==> src/rtl/cv32e41s_tcm_pkg.sv <==
// Shared types and helpers for the TCM arbiter slice.
// Holds the OBI request/response structs and the 33-bit window check.
package cv32e41s_tcm_pkg;

  localparam int unsigned N_MASTERS = 2;

  typedef struct packed {
    logic        req;
    logic        we;
    logic [3:0]  be;
    logic [31:0] addr;
    logic [31:0] wdata;
  } obi_req_t;

  typedef struct packed {
    logic        rvalid;
    logic [31:0] rdata;
    logic        err;
  } obi_rsp_t;

  // Done at 33 bits so a window ending exactly at 2^32 does not wrap to zero.
  function automatic logic addr_in_range(input logic [31:0] addr,
                                         input logic [31:0] base,
                                         input logic [31:0] size_words);
    logic [32:0] a, lo, hi;
    a  = {1'b0, addr};
    lo = {1'b0, base};
    hi = lo + ({1'b0, size_words} << 2);
    return (a >= lo) && (a < hi);
  endfunction

endpackage

==> src/rtl/cv32e41s_rr_arbiter_2.sv <==
// Two-way round-robin arbiter: combinational grant, priority flips to the
// loser on every contended cycle.
module cv32e41s_rr_arbiter_2 #(
  parameter int unsigned RESET_PRIO = 0
) (
  input  logic       clk_i,
  input  logic       rst_ni,
  input  logic [1:0] req_i,
  output logic [1:0] gnt_o,
  output logic       id_o
);

  localparam logic RST_PRIO = (RESET_PRIO != 0);

  logic prio_q, prio_d;

  always_comb begin
    gnt_o  = 2'b00;
    id_o   = 1'b0;
    unique case (req_i)
      2'b01: begin gnt_o = 2'b01; id_o = 1'b0; end
      2'b10: begin gnt_o = 2'b10; id_o = 1'b1; end
      2'b11: begin gnt_o = prio_q ? 2'b10 : 2'b01; id_o = prio_q; end
      default: ;
    endcase
    prio_d = (&req_i) ? ~id_o : prio_q;
  end

  always_ff @(posedge clk_i or negedge rst_ni) begin
    if (!rst_ni) prio_q <= RST_PRIO;
    else         prio_q <= prio_d;
  end

endmodule

==> src/rtl/cv32e41s_tcm_arbiter.sv <==
// Shares one TCM port between two OBI masters; out-of-window accesses are
// answered locally with err and never reach the TCM.
module cv32e41s_tcm_arbiter
  import cv32e41s_tcm_pkg::*;
#(
  parameter logic [31:0] TCM_BASE   = 32'h0000_0000,
  parameter int unsigned MEM_SIZE   = 1024,
  parameter int unsigned RESET_PRIO = 0
) (
  input  logic        clk_i,
  input  logic        rst_ni,
  input  logic        m0_req_i,
  output logic        m0_gnt_o,
  input  logic [31:0] m0_addr_i,
  input  logic        m0_we_i,
  input  logic [3:0]  m0_be_i,
  input  logic [31:0] m0_wdata_i,
  output logic        m0_rvalid_o,
  output logic [31:0] m0_rdata_o,
  output logic        m0_err_o,
  input  logic        m1_req_i,
  output logic        m1_gnt_o,
  input  logic [31:0] m1_addr_i,
  input  logic        m1_we_i,
  input  logic [3:0]  m1_be_i,
  input  logic [31:0] m1_wdata_i,
  output logic        m1_rvalid_o,
  output logic [31:0] m1_rdata_o,
  output logic        m1_err_o,
  output logic        tcm_req_o,
  output logic        tcm_we_o,
  output logic [3:0]  tcm_be_o,
  output logic [31:0] tcm_addr_o,
  output logic [31:0] tcm_wdata_o,
  input  logic        tcm_rvalid_i,
  input  logic [31:0] tcm_rdata_i
);

  obi_req_t [N_MASTERS-1:0] mreq;
  obi_rsp_t [N_MASTERS-1:0] mrsp;
  logic     [N_MASTERS-1:0] req_vec, gnt;
  obi_req_t                 sel;
  logic                     win_id, any_gnt, in_rng, tcm_fire;
  logic                     rsp_valid_q, rsp_id_q, rsp_err_q;

  // Requests are masked while in reset so every output reads 0.
  assign mreq[0] = '{req: m0_req_i & rst_ni, we: m0_we_i, be: m0_be_i,
                     addr: m0_addr_i, wdata: m0_wdata_i};
  assign mreq[1] = '{req: m1_req_i & rst_ni, we: m1_we_i, be: m1_be_i,
                     addr: m1_addr_i, wdata: m1_wdata_i};

  for (genvar i = 0; i < N_MASTERS; i++) begin : g_req
    assign req_vec[i] = mreq[i].req;
  end

  cv32e41s_rr_arbiter_2 #(
    .RESET_PRIO (RESET_PRIO)
  ) u_arb (
    .clk_i  (clk_i),
    .rst_ni (rst_ni),
    .req_i  (req_vec),
    .gnt_o  (gnt),
    .id_o   (win_id)
  );

  assign sel      = mreq[win_id];
  assign any_gnt  = |gnt;
  assign in_rng   = addr_in_range(sel.addr, TCM_BASE, 32'(MEM_SIZE));
  assign tcm_fire = any_gnt & in_rng;

  assign m0_gnt_o    = gnt[0];
  assign m1_gnt_o    = gnt[1];
  assign tcm_req_o   = tcm_fire;
  assign tcm_we_o    = tcm_fire & sel.we;
  assign tcm_be_o    = tcm_fire ? sel.be : 4'b0000;
  assign tcm_addr_o  = tcm_fire ? (sel.addr - TCM_BASE) : 32'h0;
  assign tcm_wdata_o = tcm_fire ? sel.wdata : 32'h0;

  always_ff @(posedge clk_i or negedge rst_ni) begin
    if (!rst_ni) begin
      rsp_valid_q <= 1'b0;
      rsp_id_q    <= 1'b0;
      rsp_err_q   <= 1'b0;
    end else begin
      rsp_valid_q <= any_gnt;
      rsp_id_q    <= win_id;
      rsp_err_q   <= any_gnt & ~in_rng;
    end
  end

  // Only the master that owned the grant sees the response.
  for (genvar i = 0; i < N_MASTERS; i++) begin : g_rsp
    logic hit;
    assign hit           = rsp_valid_q && (rsp_id_q == 1'(i));
    assign mrsp[i].rvalid = hit;
    assign mrsp[i].err    = hit & rsp_err_q;
    assign mrsp[i].rdata  = (hit & ~rsp_err_q) ? tcm_rdata_i : 32'h0;
  end

  assign m0_rvalid_o = mrsp[0].rvalid;
  assign m0_rdata_o  = mrsp[0].rdata;
  assign m0_err_o    = mrsp[0].err;
  assign m1_rvalid_o = mrsp[1].rvalid;
  assign m1_rdata_o  = mrsp[1].rdata;
  assign m1_err_o    = mrsp[1].err;

`ifndef SYNTHESIS
  // The TCM's own rvalid is not trusted for routing, only cross-checked.
  a_tcm_rvalid: assert property (@(posedge clk_i) disable iff (!rst_ni)
    tcm_rvalid_i == (rsp_valid_q && !rsp_err_q));
`endif

endmodule

==> config.mk <==
export PLATFORM = sky130hd
export DESIGN_NAME = cv32e41s_tcm_arbiter
export DESIGN_NICKNAME = d
export VERILOG_FILES = /design/src/rtl/cv32e41s_tcm_pkg.sv /design/src/rtl/cv32e41s_rr_arbiter_2.sv /design/src/rtl/cv32e41s_tcm_arbiter.sv
export SDC_FILE = /design/constraint.sdc
export NUM_CORES = 1
export LEC_CHECK = 0
export ABC_CLOCK_PERIOD_IN_PS = 3180
export CAP_MARGIN = 20
export CORE_AREA = 2 2 123 125
export CTS_CLUSTER_SIZE = 30
export DETAILED_ROUTE_END_ITERATION = 10
export DIE_AREA = 0 0 125 127
export GPL_TIMING_DRIVEN = 0
export MAX_ROUTING_LAYER = met4
export PLACE_DENSITY_LB_ADDON = 0.12
export SLEW_MARGIN = 10
export SYNTH_ARGS = -nofsm -noshare
export SYNTH_HDL_FRONTEND = slang
export SYNTH_SLANG_ARGS = --single-unit
export TNS_END_PERCENT = 20
==> constraint.sdc <==
create_clock -name clk_i -period 3.18 [get_ports clk_i]
set_clock_uncertainty 0.15 [all_clocks]
set_input_delay 0.477 -clock clk_i [delete_from_list [all_inputs] [get_ports clk_i]]
set_output_delay 0.477 -clock clk_i [all_outputs]
set_load 0.02 [all_outputs]
* Word-level counts from Yosys, hierarchy flattened
Cells that the tools add are included.
** Storage, ports and cells
- Flip-flop bits (word level) :: 4
** Cells by class
- Order comparisons :: 2
- Equal/unequal tests :: 3
- Multiplexer cells :: 10
- Bitwise gates (word level) :: 13
- Reductions and logical operators :: 4
** Operators with widths (count)
- 2-to-1 mux 69 bit :: 2
- 2-to-1 mux 32 bit :: 4
- less-than comparator 32 x 13 -> 1 bit, second input constant :: 1
- bitwise AND 1 bit :: 9
- one-hot mux 2 bit (3 select lines) :: 1
- == test 2 bit, second input constant :: 2
- 2-to-1 mux 4 bit :: 1
- NOT 1 bit :: 4
- == test 2 x 1 -> 1 bit, second input constant :: 1
- logical AND 1 bit :: 2
- less-than comparator 1 x 2 -> 1 bit, second input constant :: 1
- 2-to-1 mux 2 bit :: 1
- one-hot mux 1 bit (2 select lines) :: 1
- AND reduction 2 bit :: 1
- OR reduction 2 bit :: 1

* Longest topological paths before layout
Gate-level depths: netlist (run 1).
- Depth in word-level cells :: 8
- Depth in mapped cells :: 7
- Gate-level depth less buffers :: 5

* Modules after synthesis
Synthesis (run 1) repeated with hierarchy kept, for this count alone.
** Second synthesis, totals
- Cells, all modules :: 248
- Area total of the unflattened synthesis :: 1988.2 sq um
** By module, submodules not included
- cv32e41s_tcm_arbiter :: instances 1, cells each 241, area an instance 1924.3 sq um, sequential area each 75.1 sq um
- cv32e41s_rr_arbiter_2 :: instances 1, cells each 7, area an instance 63.8 sq um, sequential area each 25.0 sq um

* Worst setup path after synthesis (run 1)
OpenSTA, ideal clock, no wires.
- Kind :: input-to-output
- Start :: input port m1_addr_i[15]
- End :: output port tcm_wdata_o[31]
- Data arrival time :: 2.280 ns
- Required time :: 2.553 ns
- Setup slack :: 0.273 ns
- Stages :: 4
- Path through :: or4_1 -> or4_1 -> buf_4 -> a221oi_1
** Between the ends
- Longest elaborated chain between the ends :: 5
** Ends and longest elaborated chain
- start: declaration :: line cv32e41s_tcm_arbiter.sv:23 : input logic [31:0] m1_addr_i,
- 2-to-1 mux 69 bit (not written as such) (2 in series) :: line cv32e41s_tcm_arbiter.sv:66 : assign sel = mreq[win_id];
- less-than comparator 32 x 13 -> 1 bit :: line cv32e41s_tcm_pkg.sv:29 : return (a >= lo) && (a < hi);
- bitwise AND 1 bit :: line cv32e41s_tcm_arbiter.sv:69 : assign tcm_fire = any_gnt & in_rng;
- 2-to-1 mux 32 bit :: line cv32e41s_tcm_arbiter.sv:77 : assign tcm_wdata_o = tcm_fire ? sel.wdata : 32'h0;
- end: declaration :: line cv32e41s_tcm_arbiter.sv:34 : output logic [31:0] tcm_wdata_o,
No other way between the ends. The select of a mux whose other input is x is not followed.

* Worst setup path after layout (run 1)
- Start :: input port m0_addr_i[13]
- End :: output port tcm_wdata_o[8]
** Between the ends
- Longest elaborated chain between the ends :: 5
** Ends and longest elaborated chain
- start: declaration :: line cv32e41s_tcm_arbiter.sv:14 : input logic [31:0] m0_addr_i,
- 2-to-1 mux 69 bit (not written as such) (2 in series) :: line cv32e41s_tcm_arbiter.sv:66
- less-than comparator 32 x 13 -> 1 bit :: line cv32e41s_tcm_pkg.sv:29
- bitwise AND 1 bit :: line cv32e41s_tcm_arbiter.sv:69
- 2-to-1 mux 32 bit :: line cv32e41s_tcm_arbiter.sv:77
No other way between the ends. The select of a mux whose other input is x is not followed.

==> impl_metrics.toml, run 1 <==
[die]
core_um2 = 14400
die_x_um = 125
ios = 315
die_height_um = 127
rows = 44
die_area_um2 = 15900
start_util = 0.149

[worst_setup_path]
reg2reg_to = "rsp_err_q"
reg2regPathDepth = 7
r2r_setup_slack_ns = 1.04
r2r_start = "u_arb.prio_q"
crit_chain = "dlygate4sd2_1, or4_4, or4_4, buf_12, buf_8, a221oi_4, buf_6"
slowest_stage = "or4_4"
cp_common_cell = "or4_4"
crit_fanout = 10
cp.arrival_ns = 2.51
slowest_delay_ns = 0.51
worstSetupPathType = "input pin to primary output"
critPathLaunchType = "input pin"
crit_path_end_kind = "primary output"
crit_required_ns = 2.55

[route]
wl_met1_um = 4400
drt-wirelength-per-cell_um = 15.7
drt_iter0_drc = 105
dr.pass1.iters = 4
met2WireLength_um = 7240
drt_wl_total_um = 12800
via_per_inst = 4.20
highest_layer = "met4"
vias = 3412
wl_met3_um = 986
ant_nets = 0
remaining_drc_errors = 0

[synth]
synth_edf_count = 0
postSynthAreaPerCell_um2 = 7.09
yosysTopAreaCell = "a221oi_2"
ys_ff_latch = 4
syn_area_um2 = 2150
post-synth-top-count-cell = "nand2_1"
yosysSeqAreaShare = 0.0466
yosys_warnings = 0
netlist.area_leader.share = 0.335
ys_types = 21
synthTopCellsByArea = "a221oi_2, and2_1, nand2_1"
ys_top_cells_by_count = "nand2_1, and2_1, a221oi_2, buf_4, clkbuf_1"
ys.flop_type = "dfrtp_1"
async_flop_share = 1.00
syn-instance-count = 303

[clock_tree]
cts.sinks = 4
numCtsBuffers = 3
cts_max_path_buffers = 2
cts_tree = "yes"
root_buffer = "clkbuf_16"
clkSlewWorstSetupHoldPaths_ns = 0.03
htree_levels = 1
clock_latency_ns = 0.22

[place]
place_congestion = 0.815
placed_cells = 799
place.detailed.hpwl_um = 10400
io_buffer_count = 293
pre_cts_slack_ns = -1.06

[outcome]
outcome = "finished, final reports clean"

[timing]
fin_tns_setup_ns = 0
slew_viol_final = 0
relSlewSlack = 0.420
fmax_mhz = 319
min_period_ns = 3.13
layout_setup_ws_ns = 0.0473
tightestPinTransition_ns = 0.869
setup_violations = 0
period_share = 0.985
hold_violations = 0

[run]
maxCapViolCount = 0

[pwr]
irDropWorstVdd_mv = 0.0865
power_uw = 851
leakage_uw = 0.00245
power.density_nw_per_um2 = 147

[global_route]
grt_first_pass_wirelength_um = 19000
grt_max_degree = 11
grt_usage = 0.153
grt_pass1_vias = 3460
antenna_found_initial = 1
gr-total-overflow = 0

[min_path]
whs_endpoint = "u_arb.prio_q"
whs_path_depth = 1
hold_start = "u_arb.prio_q"
hp-class = "flip-flop to flip-flop"

[layout]
drive_gt1_frac = 0.250
n_fill_cell = 1504
syn_to_final_growth_pct = 170
fin_nets = 805
final_cells = 813
## critical path, delay by kind of cell
family / cells / cell delay [ns]
AO/OA/AOI/OAI: 1 / 0.30
AND/OR/NAND/NOR: 2 / 0.99
buffers and inverters: 4 / 0.75
## stage by stage
step           utilization  cell area (um2)  hold WS, ns
2_1_floorplan            -             2220       0.0314
3_3_place_gp         0.373             5380        0.334
3_5_place_dp         0.373             5380        0.336
4_1_cts              0.393             5680        0.122
5_1_grt              0.402             5800        0.390
6_report             0.402             5800        0.355
## layout by cell type (no fill, tap or decap), drive strengths merged
cell and instances:
clkdlybuf4s50 206, nand2 103, buf 90, and2 66, a221oi 49, clkbuf 27, conb 20, dlygate4sd2 19
dlymetal6s2s 11, nor4 8, clkdlybuf4s15 5, or4 4, dfrtp 4, nor2b 3, inv 3, a21oi 2
and3 2, nand3 2, diode 1, nand2b 1, o21ai 1, xnor2 1, dlygate4sd3 1
## routing by layer
layer / global-route usage / vias up
met2: 0.316 / 199
met5: - / -
met4: 0.0196 / 0
met1: 0.148 / 1528
li1: - / 1672
met3: 0.0331 / 13
## flip-flops by register name (all words and copies together), names as in the netlist
register      count
rsp_err_q         1
rsp_id_q          1
u_arb.prio_q      1
rsp_valid_q       1
## cell type report
| class | instances | area [um2] | share of cell area |
|---|---|---|---|
| Inverter | 3 | 11.3 | 0.00194 |
| Tap cell | 184 | 230 | 0.0397 |
| Timing Repair Buffer | 303 | 3000 | 0.518 |
| Clock buffer | 3 | 75.1 | 0.0130 |
| Buffer | 53 | 464 | 0.0801 |
| Antenna cell | 1 | 2.50 | 0.000432 |
| Sequential cell | 4 | 100 | 0.0173 |
| Multi-Input combinational cell | 262 | 1910 | 0.329 |
## repair_timing
action / in CTS / in global routing
gates cloned: 6 / 0
endpoints found under the setup margin: 51 / 49
setup buffers: 4 / 0
endpoints found under the hold margin: 0 / 4
pin swaps: 29 / 21
gates resized for setup: 315 / 34
hold buffers: 0 / 1
## power breakdown
group	leakage [uW]	switching, uW	internal, uW
sequential	0.0000494	8.21	60.9
combinational	0.00237	276	310
clock	0.0000370	35.1	161
total	0.00245	319	532
## worst max path at each step
stage | slack [ns] | startpoint | cells past startpoint | to
after CTS | 0.005 | m0_addr_i[17] | 8 | tcm_wdata_o[0]
after detailed placement | -1.06 | rst_ni | 8 | tcm_wdata_o[0]
after global routing | -0.03 | m1_addr_i[29] | 8 | tcm_wdata_o[8]
final | 0.05 | m0_addr_i[13] | 7 | tcm_wdata_o[8]
after floorplan | 0.27 | m1_addr_i[15] | 4 | tcm_wdata_o[31]
after global placement | -1.03 | rst_ni | 8 | tcm_wdata_o[0]
## kinds of logic after synthesis
kind of cell    count (synthesis)  synth area share
compound gates                 52             0.346
xor+xnor                        1           0.00408
buf+inv                        56             0.170
flops                           4            0.0466
other cells                     1           0.00174
simple gates                  189             0.431
Power figures use the tool's default switching activity.
==> inputs of run 2 (changes only) <==
Settings changed: REMOVE_ABC_BUFFERS from default to 1, SLEW_MARGIN 10 to 20.
==> impl_metrics.toml, run 2 (same netlist as run 1, synthesis figures left out) <==
[layout]
final_common_cell = "clkdlybuf4s50_1"
fin_nets = 780
drive_gt1_frac = 0.265
mostFrequentLayoutCells = "clkdlybuf4s50_1, nand2_1, and2_1, a221oi_2, buf_4"
n_fill_cell = 1517
fin_area_um2 = 5770
syn_to_final_growth_pct = 169
postLayoutCoreUtil = 0.400

[timing]
setup_violations = 0
tightestPinTransition_ns = 0.647
hold_violations = 0
min_period_ns = 3.13
slew_viol_final = 0
relSlewSlack = 0.567
fmax_mhz = 319
period_share = 0.986

[clock_tree]
clock_latency_ns = 0.22
cts_max_path_buffers = 2
clkSlewWorstSetupHoldPaths_ns = 0.03
numCtsBuffers = 3
cts.sinks = 4
root_buffer = "clkbuf_16"
cts_tree = "yes"
htree_levels = 1

[die]
start_util = 0.149
rows = 44
ios = 315
die_area_um2 = 15900
die_height_um = 127
die_x_um = 125
core_um2 = 14400

[global_route]
grt_max_degree = 53
grt_usage = 0.166
antenna_found_initial = 1
gr-total-overflow = 0
grt_pass1_vias = 3558
grt_first_pass_wirelength_um = 20200

[route]
ant_nets = 0
dr.pass1.iters = 4
highest_layer = "met4"
remaining_drc_errors = 0
vias = 3420
via_per_inst = 4.34
drt_iter0_drc = 95
wl_met3_um = 1050
drt_wl_total_um = 14200
wl_met1_um = 5300
met2WireLength_um = 7730
drt-wirelength-per-cell_um = 18.0

[pwr]
power_uw = 873
clkPwrFrac = 0.222
power.density_nw_per_um2 = 151
combPwrFrac = 0.698
power.switching_uw = 335
p_int_uw = 538
irDropWorstVdd_mv = 0.158
leakage_uw = 0.00244
p_seq_frac = 0.080
switching_share = 0.383

[min_path]
hp-class = "flip-flop to flip-flop"
whs_path_depth = 1

[worst_setup_path]
crit_fanout = 5
worstSetupPathType = "input pin to primary output"
cp.arrival_ns = 2.51
critPathLaunchType = "input pin"
crit_path_end_kind = "primary output"
reg2regPathDepth = 5
crit_required_ns = 2.55

[place]
place_congestion = 0.825
place.detailed.hpwl_um = 10100
placedInstanceArea_um2 = 5230
io_buffer_count = 293

[outcome]
outcome = "finished, final reports clean"

[run]
maxCapViolCount = 0
## run 2: what timing repair did
item                                    in CTS  in global routing
hold buffers                                 0                  1
pin swaps                                   30                 18
cloned                                      10                  1
endpoints found under the setup margin      52                 50
gates resized for setup                    312                 43
hold endpoints to repair                     0                  4
buffers inserted                            18                  2
## run 2: final timing paths
check,startpoint,to,slack [ns]
max in group asynchronous,rst_ni,rsp_valid_q,2.09
min in group asynchronous,rst_ni,rsp_err_q,0.62
hold / removal,u_arb.prio_q,u_arb.prio_q,0.36
setup reg to reg,u_arb.prio_q,rsp_err_q,1.19
hold reg to reg,u_arb.prio_q,u_arb.prio_q,0.36
setup / recovery,m0_addr_i[20],tcm_be_o[0],0.05
## run 2: worst max-delay path: stages
cell             delay [ns]
clkdlybuf4s50_1        0.42
nor4_1                 0.17
nand2_1                0.10
or4_4                  0.56
buf_12                 0.17
buf_16                 0.14
a221oi_2               0.27
buf_4                  0.19
## run 2: power by group through the flow
stage | combinational, uW | sequential, uW | clock, uW
2_1_floorplan | 217 | 67.3 | 0
3_3_place_gp | 547 | 68.8 | 0
3_5_place_dp | 574 | 69.1 | 0
4_1_cts | 602 | 69.7 | 196
5_1_grt | 654 | 71.9 | 200
6_report | 609 | 69.9 | 194
## run 2: per-layer routing
| layer | track usage | vias to the layer above |
|---|---|---|
| li1 | - | 1644 |
| met1 | 0.170 | 1564 |
| met2 | 0.331 | 204 |
| met3 | 0.0343 | 8 |
| met4 | 0.0242 | 0 |
| met5 | - | - |
## run 2: area by class of cell
type	count	area [um2]	area share
Timing Repair Buffer	327	3310	0.573
Multi-Input combinational cell	266	2040	0.353
Tap cell	184	230	0.0399
Sequential cell	4	100	0.0173
Clock buffer	3	75.1	0.0130
Inverter	3	18.8	0.00325
Antenna cell	1	2.50	0.000433
## run 2: metrics by stage
stage | worst slack, ns | setup TNS, ns | cells | hold slack [ns]
2_1_floorplan | -1.85 | -83.82 | 269 | 0.0314
3_3_place_gp | -5.21 | -268.91 | 746 | 0.330
3_5_place_dp | -1.91 | -90.15 | 753 | 0.337
4_1_cts | 0.00692 | 0 | 784 | 0.113
5_1_grt | -0.0387 | -0.582 | 788 | 0.382
6_report | 0.0461 | 0 | 788 | 0.356
